### src/rtl/axis_packet_arbiter.sv
// -----------------------------------------------------------------------------
// axis_packet_arbiter
//
// Shares one AXI-Stream payload input of the Ethernet packet generator
// between NUM_SRC requesters. The arbiter works round-robin and grants whole
// packets. Every outgoing packet is exactly PACKET_PAYLOAD_WORDS beats long.
// A short source packet is zero-padded to that length. A long source packet is
// truncated, and the rest of it is accepted and dropped.
//
// Optional build macro: ARB_STATS_EN. When it is defined, the block adds
// saturating 16-bit counters for packets, padded packets and truncated packets.
//
// Ports:
//   clk, rst           clock; synchronous active-high reset
//   s_axis_tdata       source data; source i uses slice [i*W +: W], W=WORD_BYTES*8
//   s_axis_tvalid      per-source valid
//   s_axis_tlast       per-source last
//   s_axis_tready      per-source ready
//   m_axis_tdata       data to the packet generator
//   m_axis_tvalid      valid to the packet generator
//   m_axis_tlast       last; high on beat PACKET_PAYLOAD_WORDS only
//   m_axis_tready      ready from the packet generator
//   grant_id           source currently granted, or the last one granted
//   busy               high while a packet is in progress (PASS/PAD/DRAIN)
//   pkt_count          (ARB_STATS_EN) master tlast handshakes
//   pad_count          (ARB_STATS_EN) packets that were zero-padded
//   trunc_count        (ARB_STATS_EN) packets that were truncated
// -----------------------------------------------------------------------------
module axis_packet_arbiter #(
    parameter int NUM_SRC              = 4,
    parameter int WORD_BYTES           = 4,
    parameter int PACKET_PAYLOAD_WORDS = 64
) (
    input  logic                                clk,
    input  logic                                rst,
    input  logic [NUM_SRC*WORD_BYTES*8-1:0]     s_axis_tdata,
    input  logic [NUM_SRC-1:0]                  s_axis_tvalid,
    input  logic [NUM_SRC-1:0]                  s_axis_tlast,
    output logic [NUM_SRC-1:0]                  s_axis_tready,
    output logic [WORD_BYTES*8-1:0]             m_axis_tdata,
    output logic                                m_axis_tvalid,
    output logic                                m_axis_tlast,
    input  logic                                m_axis_tready,
    output logic [$clog2(NUM_SRC)-1:0]          grant_id,
    output logic                                busy
`ifdef ARB_STATS_EN
    ,
    output logic [15:0]                         pkt_count,
    output logic [15:0]                         pad_count,
    output logic [15:0]                         trunc_count
`endif
);

    localparam int W  = WORD_BYTES * 8;
    localparam int GW = $clog2(NUM_SRC);
    localparam int BW = $clog2(PACKET_PAYLOAD_WORDS + 1);

    typedef logic [GW:0] sum_t;
    typedef enum logic [1:0] {
        ST_IDLE  = 2'd0,
        ST_PASS  = 2'd1,
        ST_PAD   = 2'd2,
        ST_DRAIN = 2'd3
    } state_t;

    state_t          r_state;
    logic [BW-1:0]   r_beat_cnt;
    logic [GW-1:0]   r_grant_id;
    logic [GW-1:0]   r_rr_ptr;

    logic [2*NUM_SRC-1:0] w_rot;
    logic                 w_found;
    logic [GW-1:0]        w_off;
    sum_t                 w_sum;
    logic [GW-1:0]        w_winner;
    logic [GW-1:0]        w_next_ptr;
    logic [W-1:0]         w_src_data;
    logic                 w_src_valid;
    logic                 w_src_last;
    logic                 w_last_beat;
    logic                 w_m_hs;

    // Round-robin search: rotate the request vector so rr_ptr sits at bit 0,
    // find the first set bit, then map the offset back to a source index.
    always_comb begin
        w_rot   = {s_axis_tvalid, s_axis_tvalid} >> r_rr_ptr;
        w_found = 1'b0;
        w_off   = '0;
        for (int k = 0; k < NUM_SRC; k++) begin
            if (!w_found) begin
                if (w_rot[0]) begin
                    w_found = 1'b1;
                end else begin
                    w_off = w_off + 1'b1;
                end
            end else begin
                w_found = 1'b1;
            end
            w_rot = w_rot >> 1;
        end
        w_sum = {1'b0, r_rr_ptr} + {1'b0, w_off};
        if (w_sum >= sum_t'(NUM_SRC)) begin
            w_winner = GW'(w_sum - sum_t'(NUM_SRC));
        end else begin
            w_winner = GW'(w_sum);
        end
    end

    assign w_next_ptr  = (r_grant_id == GW'(NUM_SRC - 1)) ? '0 : (r_grant_id + 1'b1);
    assign w_src_data  = W'(s_axis_tdata >> (r_grant_id * W));
    assign w_src_valid = s_axis_tvalid[r_grant_id];
    assign w_src_last  = s_axis_tlast[r_grant_id];
    assign w_last_beat = (r_beat_cnt == BW'(PACKET_PAYLOAD_WORDS - 1));
    assign w_m_hs      = m_axis_tvalid & m_axis_tready;

    assign grant_id = r_grant_id;
    assign busy     = (r_state != ST_IDLE);

    // Packet FSM: state, beat counter, grant and round-robin pointer.
    always_ff @(posedge clk) begin
        if (rst) begin
            r_state    <= ST_IDLE;
            r_beat_cnt <= '0;
            r_grant_id <= '0;
            r_rr_ptr   <= '0;
        end else begin
            case (r_state)
                ST_IDLE: begin
                    if (w_found) begin
                        r_grant_id <= w_winner;
                        r_state    <= ST_PASS;
                    end
                end
                ST_PASS: begin
                    if (w_m_hs) begin
                        if (w_last_beat) begin
                            // A full-length beat without source tlast leaves
                            // the tail of the source packet to be drained.
                            if (w_src_last) begin
                                r_beat_cnt <= '0;
                                r_rr_ptr   <= w_next_ptr;
                                r_state    <= ST_IDLE;
                            end else begin
                                r_beat_cnt <= r_beat_cnt + 1'b1;
                                r_state    <= ST_DRAIN;
                            end
                        end else begin
                            r_beat_cnt <= r_beat_cnt + 1'b1;
                            if (w_src_last) begin
                                r_state <= ST_PAD;
                            end
                        end
                    end
                end
                ST_PAD: begin
                    if (w_m_hs) begin
                        if (w_last_beat) begin
                            r_beat_cnt <= '0;
                            r_rr_ptr   <= w_next_ptr;
                            r_state    <= ST_IDLE;
                        end else begin
                            r_beat_cnt <= r_beat_cnt + 1'b1;
                        end
                    end
                end
                ST_DRAIN: begin
                    if (w_src_valid && w_src_last) begin
                        r_beat_cnt <= '0;
                        r_rr_ptr   <= w_next_ptr;
                        r_state    <= ST_IDLE;
                    end
                end
                default: begin
                    r_beat_cnt <= '0;
                    r_state    <= ST_IDLE;
                end
            endcase
        end
    end

    // Datapath steering: master-side mux and per-source ready decode.
    always_comb begin
        m_axis_tdata  = '0;
        m_axis_tvalid = 1'b0;
        m_axis_tlast  = 1'b0;
        s_axis_tready = '0;
        case (r_state)
            ST_PASS: begin
                m_axis_tdata              = w_src_data;
                m_axis_tvalid             = w_src_valid;
                m_axis_tlast              = w_last_beat;
                s_axis_tready[r_grant_id] = m_axis_tready;
            end
            ST_PAD: begin
                m_axis_tvalid = 1'b1;
                m_axis_tlast  = w_last_beat;
            end
            ST_DRAIN: begin
                s_axis_tready[r_grant_id] = 1'b1;
            end
            default: begin
                m_axis_tvalid = 1'b0;
            end
        endcase
    end

`ifdef ARB_STATS_EN
    logic w_enter_pad;
    logic w_enter_drain;

    assign w_enter_pad   = (r_state == ST_PASS) && w_m_hs && w_src_last && !w_last_beat;
    assign w_enter_drain = (r_state == ST_PASS) && w_m_hs && w_last_beat && !w_src_last;

    function automatic logic [15:0] sat_inc(input logic [15:0] v);
        return (v == 16'hFFFF) ? v : (v + 16'd1);
    endfunction

    // Saturating statistics counters.
    always_ff @(posedge clk) begin
        if (rst) begin
            pkt_count   <= 16'd0;
            pad_count   <= 16'd0;
            trunc_count <= 16'd0;
        end else begin
            if (w_m_hs && m_axis_tlast) begin
                pkt_count <= sat_inc(pkt_count);
            end
            if (w_enter_pad) begin
                pad_count <= sat_inc(pad_count);
            end
            if (w_enter_drain) begin
                trunc_count <= sat_inc(trunc_count);
            end
        end
    end
`endif

endmodule

### config.mk
export PLATFORM = sky130hd
export DESIGN_NAME = axis_packet_arbiter
export DESIGN_NICKNAME = d
export VERILOG_FILES = /design/src/rtl/axis_packet_arbiter.sv
export SDC_FILE = /design/constraint.sdc
export NUM_CORES = 1
export LEC_CHECK = 0
export BUFFER_PORTS_ARGS = -buffer_cell sky130_fd_sc_hd__buf_2
export CORE_ASPECT_RATIO = 0.75
export CORE_MARGIN = 4
export CORE_UTILIZATION = 40
export DETAILED_ROUTE_END_ITERATION = 8
export MAX_ROUTING_LAYER = met4
export PLACE_DENSITY = 0.83
export SLEW_MARGIN = 20
export SYNTH_ARGS = -nofsm -noshare
export SYNTH_HDL_FRONTEND = slang
export SYNTH_SLANG_ARGS = --single-unit
### constraint.sdc
create_clock -name clk -period 3.64 [get_ports clk]
set_input_delay 0.728 -clock clk [delete_from_list [all_inputs] [get_ports clk]]
set_output_delay 0.728 -clock clk [all_outputs]
set_load 0.005 [all_outputs]
; ---- Word level (Yosys, flattened, before mapping)
; Index checks and enable logic that the tools add are counted.
[totals]
reg_bits = 13
latch_bits = 0
ram_bits = 0
mem_bits_ro = 0
inputBits = 139
out_inout_bits = 41
word_cells = 90
memories = 0
[classes]
add_sub_neg = 7
mul = 0
div = 0
order_cmp = 3
n_eq_ne = 13
shift = 2
n_mux = 49
n_bitwise = 2
reduce_logical = 10
[op_table]
columns = cell, count
row1 = $shr A128 B7 Y32, 1
row2 = $mux W2, 22
row3 = $mux W7, 6
row4 = $mux W32, 1
row5 = $pmux W7 S3, 1
row6 = $ne A2 B2 Y1 const B, 7
row7 = $mux W1, 12
row8 = $add A2 B1 Y2 const B, 4
row9 = $pmux W2 S4, 1
row10 = $pmux W4 S2, 1
row11 = $shr A8 B2 Y4, 1
row12 = $add A7 B1 Y7 const B, 1
row13 = $eq A7 B6 Y1 const B, 1
row14 = $reduce_and A7 Y1, 1
row15 = $eq A2 B2 Y1 const B, 3
row16 = $pmux W2 S3, 1
row17 = $reduce_and A6 Y1, 1
row18 = $and A4 B4 Y4, 1
row19 = $bmux W1 S2, 2
row20 = $reduce_and A4 Y1, 1
row21 = $add A2 B2 Y3, 1
row22 = $ge A3 B3 Y1 const B, 1
row23 = $lt A2 B3 Y1 const B, 1
row24 = $ne A3 B3 Y1 const B, 1
row25 = 12 further kinds, 13

; ---- Logic depth before layout (Yosys ltp)
[logic_depth]
word_depth = 14
depth_mapped = 10
ltp_nobuf = 9

; ---- Worst setup path after synthesis
; No wires, ideal clock.
[synth_timing]
kind = register -> output
startpoint = register r_grant_id[0], in the netlist grant_id[0]
endpoint = output port m_axis_tdata[10]
t_arrival_ns = 1.632
required_time_ns = 2.912
path_slack_ns = 1.280
stages_incl_launch_ff = 5
n_path_buf = 2
cell_sequence = dfxtp_1 > buf_6 > buf_2 > mux4_2 > and2_1
[synth_via]
elab_chain_cells = 2
[synth_lines]
columns = item, line_no
row1 = from (decl), 68  ; logic [GW-1:0] r_grant_id;
row2 = from (signal assigned), 130  ; r_grant_id <= w_winner;
row3 = $shr A128 B7 Y32, 110  ; assign w_src_data = W'(s_axis_tdata >> (r_grant_id * W));
row4 = $mux W32, 187  ; case (r_state)
row5 = to (decl), 40  ; output logic [WORD_BYTES*8-1:0] m_axis_tdata,
; Every way passes these cells.

; ---- Worst setup path in the final report
[layout_timing]
startpoint = register r_grant_id[0], in the netlist grant_id[0]
endpoint = output port m_axis_tdata[7]
; Same word-level chain as after synthesis.

==> results.tsv <==
metric	value	unit
synth_nets	367	
hold_depth	2	
netlist_top_cells_area	mux4_2 37%, dfxtp_1 12%, and2_1 9.7%, ha_1 5.9%, nor2_1 3.0%	
yosys_warnings	0	
cp_top_family	flip-flops	
rsz0062_at_grt	no	
wl	8296	um
final.period_utilization	76.12	%
ys_ff_latch	13	
antenna_found_initial	1	
post_drt_wl_per_cell	18.15	um
worst-path-max-fanout	27	
finalSetupViolCount	0	
power.density	492.3	nW/um^2
hold_violations	0	
crit_required	2910	ps
clock_path_buffers	2	
place_hpwl	6956	um
fp.dieW	92.08	um
core.rowCount	22	
finalPower	1.526	mW
ant_nets	0	
slew_violations	0	
hold_start	r_beat_cnt[6]$_SDFFE_PP0P_	
timing.fmax	0.3609	GHz
start_util	42.33	%
final_nets	534	
crit_path_end_kind	output pin	
core_area	5010	um^2
synth_flop_cell	dfxtp_1	
cts_tree	done	
crit_chain	buf_12 -> mux4_2 -> and2_1 -> buf_2	
p_leak	1.479	nW
grt_overflow	0	
hold_buffers	0	
status	complete, no violations	
skew	2.451	ps
cts.sinks	13	
slowest_delay	650	ps
ys_top_cells_by_count	35 x mux4_2, 33 x and2_1, 17 x nor2_1	
path_class	flip-flop to output pin	
slowest_stage	dfxtp_2	
crit_path_start_kind	flip-flop	
grtUsageTotal	25.41	%
cts-buffers-inserted	3	
ys_seq_area_share	12.27	%
globalplace.congestion	0.9686	
synth_top_area_share	37.17	%
yosysMostFrequentCell	mux4_2	
syn_inst	218	
grt_max_degree	42	
ff2ff_setup_slack	1120	ps
synth.largest_area_cell	mux4_2	
cts-root-buf	clkbuf_8	
drt_pre_antenna_iters	5	
insertion_delay	240	ps
r2r_start	grant_id[0]$_SDFFE_PP0P_	
tightest_slew	888.2	ps
drc	0	
area_growth_syn_to_layout	46.19	%
synth_edf_count	0	
place.port_buffers	179	
holdPathEnd	r_beat_cnt[6]$_SDFFE_PP0P_	
finalSetupTns	0	ps
die_area	6543	um^2
grt_pass1_wl	12740	um
post_cts_buffers	0	
r2r-end	r_rr_ptr[0]$_SDFFE_PP0P_	
vias	2505	
ctsResizeCount	0	
reg2reg_depth	6	
h-tree-depth	1	
hold_class	flip-flop to flip-flop	
dieHeight	71.06	um
fin_crit	2771	ps
drt_iter0_drc	115	
cp.arrival	2040	ps
synth_area	2121	um^2
worst-path-buf-inv	2	
ios	180	
grt_pass1_vias	2503	
via_per_inst	5.481	
cap_violations	0	
synth-async-reset-ratio	0	%
path_clk_slew	60	ps
syn_area_per_cell	9.728	um^2
peakVddDrop	0.2326	mV
slew_headroom	40.79	%
drive_gt1_share	58.85	%
yosys.cell_types.count	45	
## worst max path at each step
stage	start	cells after the start	end	slack, ps
after floorplan	grant_id[0]$_SDFFE_PP0P_	4	m_axis_tdata[10]	1280
after global placement	grant_id[0]$_SDFFE_PP0P_	4	m_axis_tdata[7]	1130
after detailed placement	grant_id[0]$_SDFFE_PP0P_	4	m_axis_tdata[7]	1120
after CTS	grant_id[0]$_SDFFE_PP0P_	4	m_axis_tdata[7]	850
after global routing	r_state[1]$_SDFFE_PP0P_	6	s_axis_tready[0]	720
final	grant_id[0]$_SDFFE_PP0P_	4	m_axis_tdata[7]	870
## registers in the layout (all words and copies together) (netlist names)
| name | flops |
|---|---|
| r_beat_cnt | 7 |
| grant_id | 2 |
| r_rr_ptr | 2 |
| r_state | 2 |
## final cells by class
class	count	area, um^2
fill	456	1909
multi-input combinational	178	1747
timing repair buffer	181	923.4
sequential	13	262.8
tap	72	90.09
clock buffer	4	45.04
inverter	8	30.03
antenna	1	2.502
## per-stage QoR
stage	utilization (%)	instances	hold WS (ps)	cell area [um^2]	worst slack, ps
3_3_place_gp	60.94	452	476.6	3053	1126
2_1_floorplan	-	218	454.8	2121	1280
3_5_place_dp	60.94	452	478.9	3053	1120
4_1_cts	61.84	456	491.9	3098	853.1
6_report	61.89	457	488.3	3100	869.1
5_1_grt	61.89	457	518.2	3100	722.4
## worst reg2reg max path: cells and delay by family, from the launching register on
family	cells	cell delay [ps]
buf+inv	1	300
mux	2	950
flops	1	650
compound gates	3	500
## routing by layer
| metal | track usage [%] | vias to the layer above | share of wire, % |
|---|---|---|---|
| met3 | 3.932 | 14 | 5.8 |
| li1 | - | 1157 | - |
| met5 | - | - | 0 |
| met2 | 44.50 | 104 | 53 |
| met1 | 31.21 | 1230 | 39 |
| met4 | 5.437 | 0 | 1.9 |
## cell usage in the layout (no fill, tap or decap), types with 7 or more instances in the layout
master	synthesis	final
buf_2	4	179
mux4_2	35	35
and2_1	33	33
nor2_1	17	17
a21oi_1	12	12
dfxtp_1	13	11
ha_1	10	10
inv_1	8	8
nand2_1	8	8
nor2b_1	7	7
## cell families after synthesis
logic type	share of synthesized area, %
AND/OR/NAND/NOR	23.66
AO/OA/AOI/OAI	11.92
adder cells (fa/ha/maj)	5.900
multiplexers	40.06
flip-flops	12.27
buffers and inverters	5.369
XOR/XNOR	0.8261
## report_power, final
group | internal, mW | switching [mW]
Combinational | 0.626 | 0.460
Sequential | 0.177 | 0.130
Clock | 0.0774 | 0.0548
Total | 0.881 | 0.645
No activity file was read; power rests on OpenSTA's default activity.
